### config.mk
export PLATFORM = sky130hd
export DESIGN_NAME = lcd_spi_writer
export DESIGN_NICKNAME = d
export VERILOG_FILES = /design/src/rtl/lcd_spi_writer.sv
export SDC_FILE = /design/constraint.sdc
export NUM_CORES = 1
export LEC_CHECK = 0
export ABC_AREA = 1
export BUFFER_PORTS_ARGS = -buffer_cell sky130_fd_sc_hd__buf_4
export CAP_MARGIN = 0
export CORE_AREA = 2 2 65 55
export DETAILED_ROUTE_END_ITERATION = 6
export DIE_AREA = 0 0 67 57
export HOLD_SLACK_MARGIN = 0.1
export PLACE_DENSITY = 0.71
export SYNTH_ARGS = -nofsm -noshare
export SYNTH_HDL_FRONTEND = slang
export SYNTH_SLANG_ARGS = --single-unit
### constraint.sdc
create_clock -name sys_clk -period 1.8 [get_ports sys_clk]
set_clock_uncertainty 0.05 [all_clocks]
set_input_delay 0.09 -clock sys_clk [delete_from_list [all_inputs] [get_ports sys_clk]]
set_output_delay 0.09 -clock sys_clk [all_outputs]
set_load 0.01 [all_outputs]
### src/rtl/lcd_spi_writer.sv
// lcd_spi_writer: ST7735 byte-level SPI mode-0 transmitter with a one-cycle wr_done per byte.
// Optional macro LCD_SPI_WRITER_CS_HOLD_EN keeps CS asserted across a burst of back-to-back bytes.
module lcd_spi_writer #(
  parameter int CLK_DIV = 2,
  parameter int GAP     = 4
) (
  input  logic       sys_clk,
  input  logic       sys_rst,
  input  logic       en_write,
  input  logic [8:0] data,
  output logic       wr_done,
  output logic       lcd_cs_n,
  output logic       lcd_dc,
  output logic       lcd_sclk,
  output logic       lcd_mosi
);

  localparam logic [7:0] DIV_TC = 8'(CLK_DIV - 1);
  localparam logic [3:0] GAP_TC = 4'(GAP);

`ifdef LCD_SPI_WRITER_CS_HOLD_EN
  localparam bit CS_HOLD = 1'b1;
`else
  localparam bit CS_HOLD = 1'b0;
`endif

  typedef enum logic [2:0] {
    S_IDLE,
    S_LOAD,
    S_SHIFT,
    S_DONE,
    S_GAP
  } state_t;

  state_t     state_q;
  logic [7:0] div_q;
  logic [2:0] bit_q;
  logic [3:0] gap_q;
  logic [6:0] shreg_q;
  logic       wr_done_q;
  logic       cs_n_q;
  logic       dc_q;
  logic       sclk_q;
  logic       mosi_q;
  logic       tick;

  // The LOAD cycle counts as divider slot 0, so the first SCLK rise lands CLK_DIV cycles after bit 7.
  assign tick = ((state_q == S_SHIFT) && (div_q == DIV_TC)) ||
                ((state_q == S_LOAD) && (CLK_DIV == 1));

  always_ff @(posedge sys_clk) begin
    if (sys_rst) begin
      state_q   <= S_IDLE;
      wr_done_q <= 1'b0;
      cs_n_q    <= 1'b1;
      dc_q      <= 1'b0;
      sclk_q    <= 1'b0;
      mosi_q    <= 1'b0;
      div_q     <= 8'd0;
      bit_q     <= 3'd0;
      gap_q     <= 4'd0;
    end else begin
      wr_done_q <= 1'b0;
      case (state_q)
        S_IDLE: begin
          if (en_write) begin
            shreg_q <= data[6:0];
            mosi_q  <= data[7];
            dc_q    <= data[8];
            cs_n_q  <= 1'b0;
            div_q   <= 8'd0;
            bit_q   <= 3'd0;
            state_q <= S_LOAD;
          end else begin
            cs_n_q  <= 1'b1;
          end
        end
        S_LOAD: begin
          div_q   <= (CLK_DIV == 1) ? 8'd0 : 8'd1;
          if (tick) sclk_q <= ~sclk_q;
          state_q <= S_SHIFT;
        end
        S_SHIFT: begin
          if (tick) begin
            div_q  <= 8'd0;
            sclk_q <= ~sclk_q;
            // Falling edge: present the next bit while SCLK is low.
            if (sclk_q) begin
              shreg_q <= {shreg_q[5:0], 1'b0};
              mosi_q  <= shreg_q[6];
              bit_q   <= bit_q + 3'd1;
              if (bit_q == 3'd7) state_q <= S_DONE;
            end
          end else begin
            div_q <= div_q + 8'd1;
          end
        end
        S_DONE: begin
          wr_done_q <= 1'b1;
          if (!CS_HOLD) cs_n_q <= 1'b1;
          gap_q     <= 4'd0;
          state_q   <= S_GAP;
        end
        S_GAP: begin
          // Gap counts from the wr_done cycle so upstream can settle its next word.
          if (gap_q == GAP_TC) state_q <= S_IDLE;
          else                 gap_q   <= gap_q + 4'd1;
        end
        default: state_q <= S_IDLE;
      endcase
    end
  end

  assign wr_done  = wr_done_q;
  assign lcd_cs_n = cs_n_q;
  assign lcd_dc   = dc_q;
  assign lcd_sclk = sclk_q;
  assign lcd_mosi = mosi_q;

endmodule

==> flow_summary.json <==
{
  "ys_warn_count": 0,
  "vias_per_cell": 4.67,
  "syn_inst": 206,
  "core-area_um2": 3230,
  "grt_usage": 0.177,
  "grt-ovfl-total": 0,
  "slew_violations": 0,
  "p_comb_frac": 0.386,
  "drt_iter0_markers": 51,
  "hold_violations": 0,
  "clockBufferDepth": 2,
  "wire_per_inst_um": 10.3,
  "min_period_ns": 1.66,
  "worstHoldPathType": "input pin to register",
  "setup_viol_count_final": 0,
  "netlist-cell-type-count": 30,
  "synth_seq_cells": 30,
  "end_kind": "register",
  "syn_avg_cell_area_um2": 7.45,
  "grt_setup_unrepaired": "false",
  "final_nets": 256,
  "syn-cell-area_um2": 1540,
  "synth_nets": 224,
  "layout_common_cells": "nand2_1 (55), nor2_1 (24), dfxtp_1 (23)",
  "gp_congestion": 0.811,
  "cpMaxStageDelayCell": "dlygate4sd3_1",
  "area_growth_pct": 23.4,
  "placement_rows": 19,
  "dieArea_um2": 3820,
  "tightest_slew_ns": 0.364,
  "crit_family": "buffers and inverters",
  "final_common_cell": "nand2_1",
  "maxCapViolCount": 0,
  "drt_pass1_iterations": 4,
  "power_frac_seq": 0.402,
  "start_kind": "register",
  "cts_buffers": 5,
  "cts_tree": "done",
  "p_switching_uw": 922,
  "vias": 1313,
  "route.detailed.drc": 0,
  "path_class": "register to register",
  "ant_nets": 0,
  "die_w_um": 67,
  "ir_drop_uv": 687,
  "antenna_found_initial": 0,
  "multi_input_area_um2": 741,
  "cp_cell_sequence": "nor3_1 -> nand2_1 -> nand2_1 -> a21oi_1 -> dlygate4sd3_1",
  "cp.required_ns": 1.92,
  "status": "completed",
  "grt_max_degree": 19,
  "sw_frac_of_total": 0.382,
  "min_period_over_period": 0.923,
  "power.total_mw": 2.42,
  "cpPeakStageDelay_ns": 0.55,
  "grt_pass1_wl_um": 4860,
  "postRouteWirelength_um": 2900,
  "path_common_cell": "nand2_1",
  "htree_levels": 2,
  "antenna_cells_inserted": 0,
  "path_buf_inv": 1,
  "cp.arrival_ns": 1.78,
  "cp.depth": 5,
  "pwr-share-clk": 0.212,
  "die_h_um": 57,
  "r2r_cells": 5,
  "leakage_nw": 0.844,
  "fin_cells": 281,
  "relSlewSlack": 0.758,
  "crit_path_max_fanout": 6,
  "fin_hold_ws_ns": 0.217,
  "cts-root-buf": "clkbuf_8",
  "io_buffers": 16,
  "place_hpwl_um": 1970,
  "start_util": 0.475,
  "p_int_mw": 1.49,
  "hold_depth": 7,
  "drive_gt1_frac": 0.172,
  "clk_latency_ns": 0.29,
  "seq_area_um2": 671,
  "cts.clk_slew.worst_paths_ns": 0.06,
  "yosysSeqAreaShare": 0.437,
  "io_pins": 17,
  "fillers": 326,
  "power-per-cell-area_nw_per_um2": 1280,
  "dp_cells": 263,
  "tns_ns": 0,
  "clock_sinks": 30,
  "grt_pass1_vias": 1139,
  "clock.fmax_ghz": 0.602
}
sequential cells by signal, summed over array words and instances (netlist names):
name and flops:
lcd_dc 1, gap_q 4, div_q 8, state_q 3, wr_done 1, bit_q 3
lcd_cs_n 1, shreg_q 7, lcd_sclk 1, lcd_mosi 1
layer usage:
metal	vias to the layer above	GRT usage	part of all wire
li1	727	-	-
met1	568	0.220	0.50
met2	12	0.255	0.44
met3	6	0.0769	0.036
met4	0	0.105	0.027
met5	-	0	0
cell families after synthesis:
group | share of synthesized area
AND/OR/NAND/NOR | 0.330
AO/OA/AOI/OAI | 0.102
adder cells (fa/ha/maj) | 0.0489
buffers and inverters | 0.0823
flip-flops | 0.437
Yosys cell counts, drive strengths merged:
library cell / n / area, µm²
nand2: 59 / 239
inv: 27 / 106
nor2: 26 / 108
dfxtp: 23 / 460
nand3: 18 / 108
a21oi: 15 / 75.1
edfxtp: 7 / 210
o21ai: 7 / 38.8
ha: 6 / 75.1
nand4: 3 / 18.8
nor3: 3 / 20.0
a31oi: 2 / 12.5
buf: 2 / 12.5
clkbuf: 2 / 7.51
o211ai: 2 / 15.0
o21bai: 2 / 15.0
nand3b: 1 / 7.51
or2: 1 / 6.26
path summary, 6_finish.rpt:
| kind | start | to | slack (ns) |
|---|---|---|---|
| worst min register to register | div_q[7] | div_q[7] | 0.43 |
| worst max register to register | state_q[1] | lcd_dc | 0.14 |
| worst min-delay path | data[7] | lcd_mosi | 0.22 |
| worst max-delay path | state_q[1] | lcd_dc | 0.14 |
stage by stage:
step	instance area (µm²)	util	worst slack [ns]
after floorplan	1540	-	0.0730
after global placement	1710	0.529	0.209
after detailed placement	1710	0.529	0.140
after CTS	1890	0.585	0.130
after global routing	1890	0.586	0.00251
final	1890	0.586	0.139
worst min-delay path, delay by kind of cell:
family	cells	cell delay, ns
and+or+nand+nor	5	0.31
buffers and inverters	2	0.11
repair_timing:
| action | CTS | global route |
|---|---|---|
| gates resized for setup | 0 | 1 |
| endpoints found under the setup margin | 0 | 7 |
| setup buffers | 0 | 0 |
| endpoints found under the hold margin | 21 | 0 |
| hold buffers | 10 | 0 |
final cells by class:
type / count / area share
Multi-Input combinational cell: 145 / 0.391
Inverter: 27 / 0.0561
Clock inverter: 2 / 0.00462
Clock buffer: 6 / 0.0383
Timing Repair Buffer: 29 / 0.128
Tap cell: 42 / 0.0277
Sequential cell: 30 / 0.354
power by group through the flow:
stage	Clock (mW)	Combinational (mW)	Sequential (mW)
final	0.512	0.933	0.970
after global routing	0.566	1.08	0.986
after CTS	0.533	0.942	0.971
after detailed placement	0	0.917	0.985
after global placement	0	0.911	0.982
after floorplan	0	0.671	0.990
(Power assumes the default switching activity.)
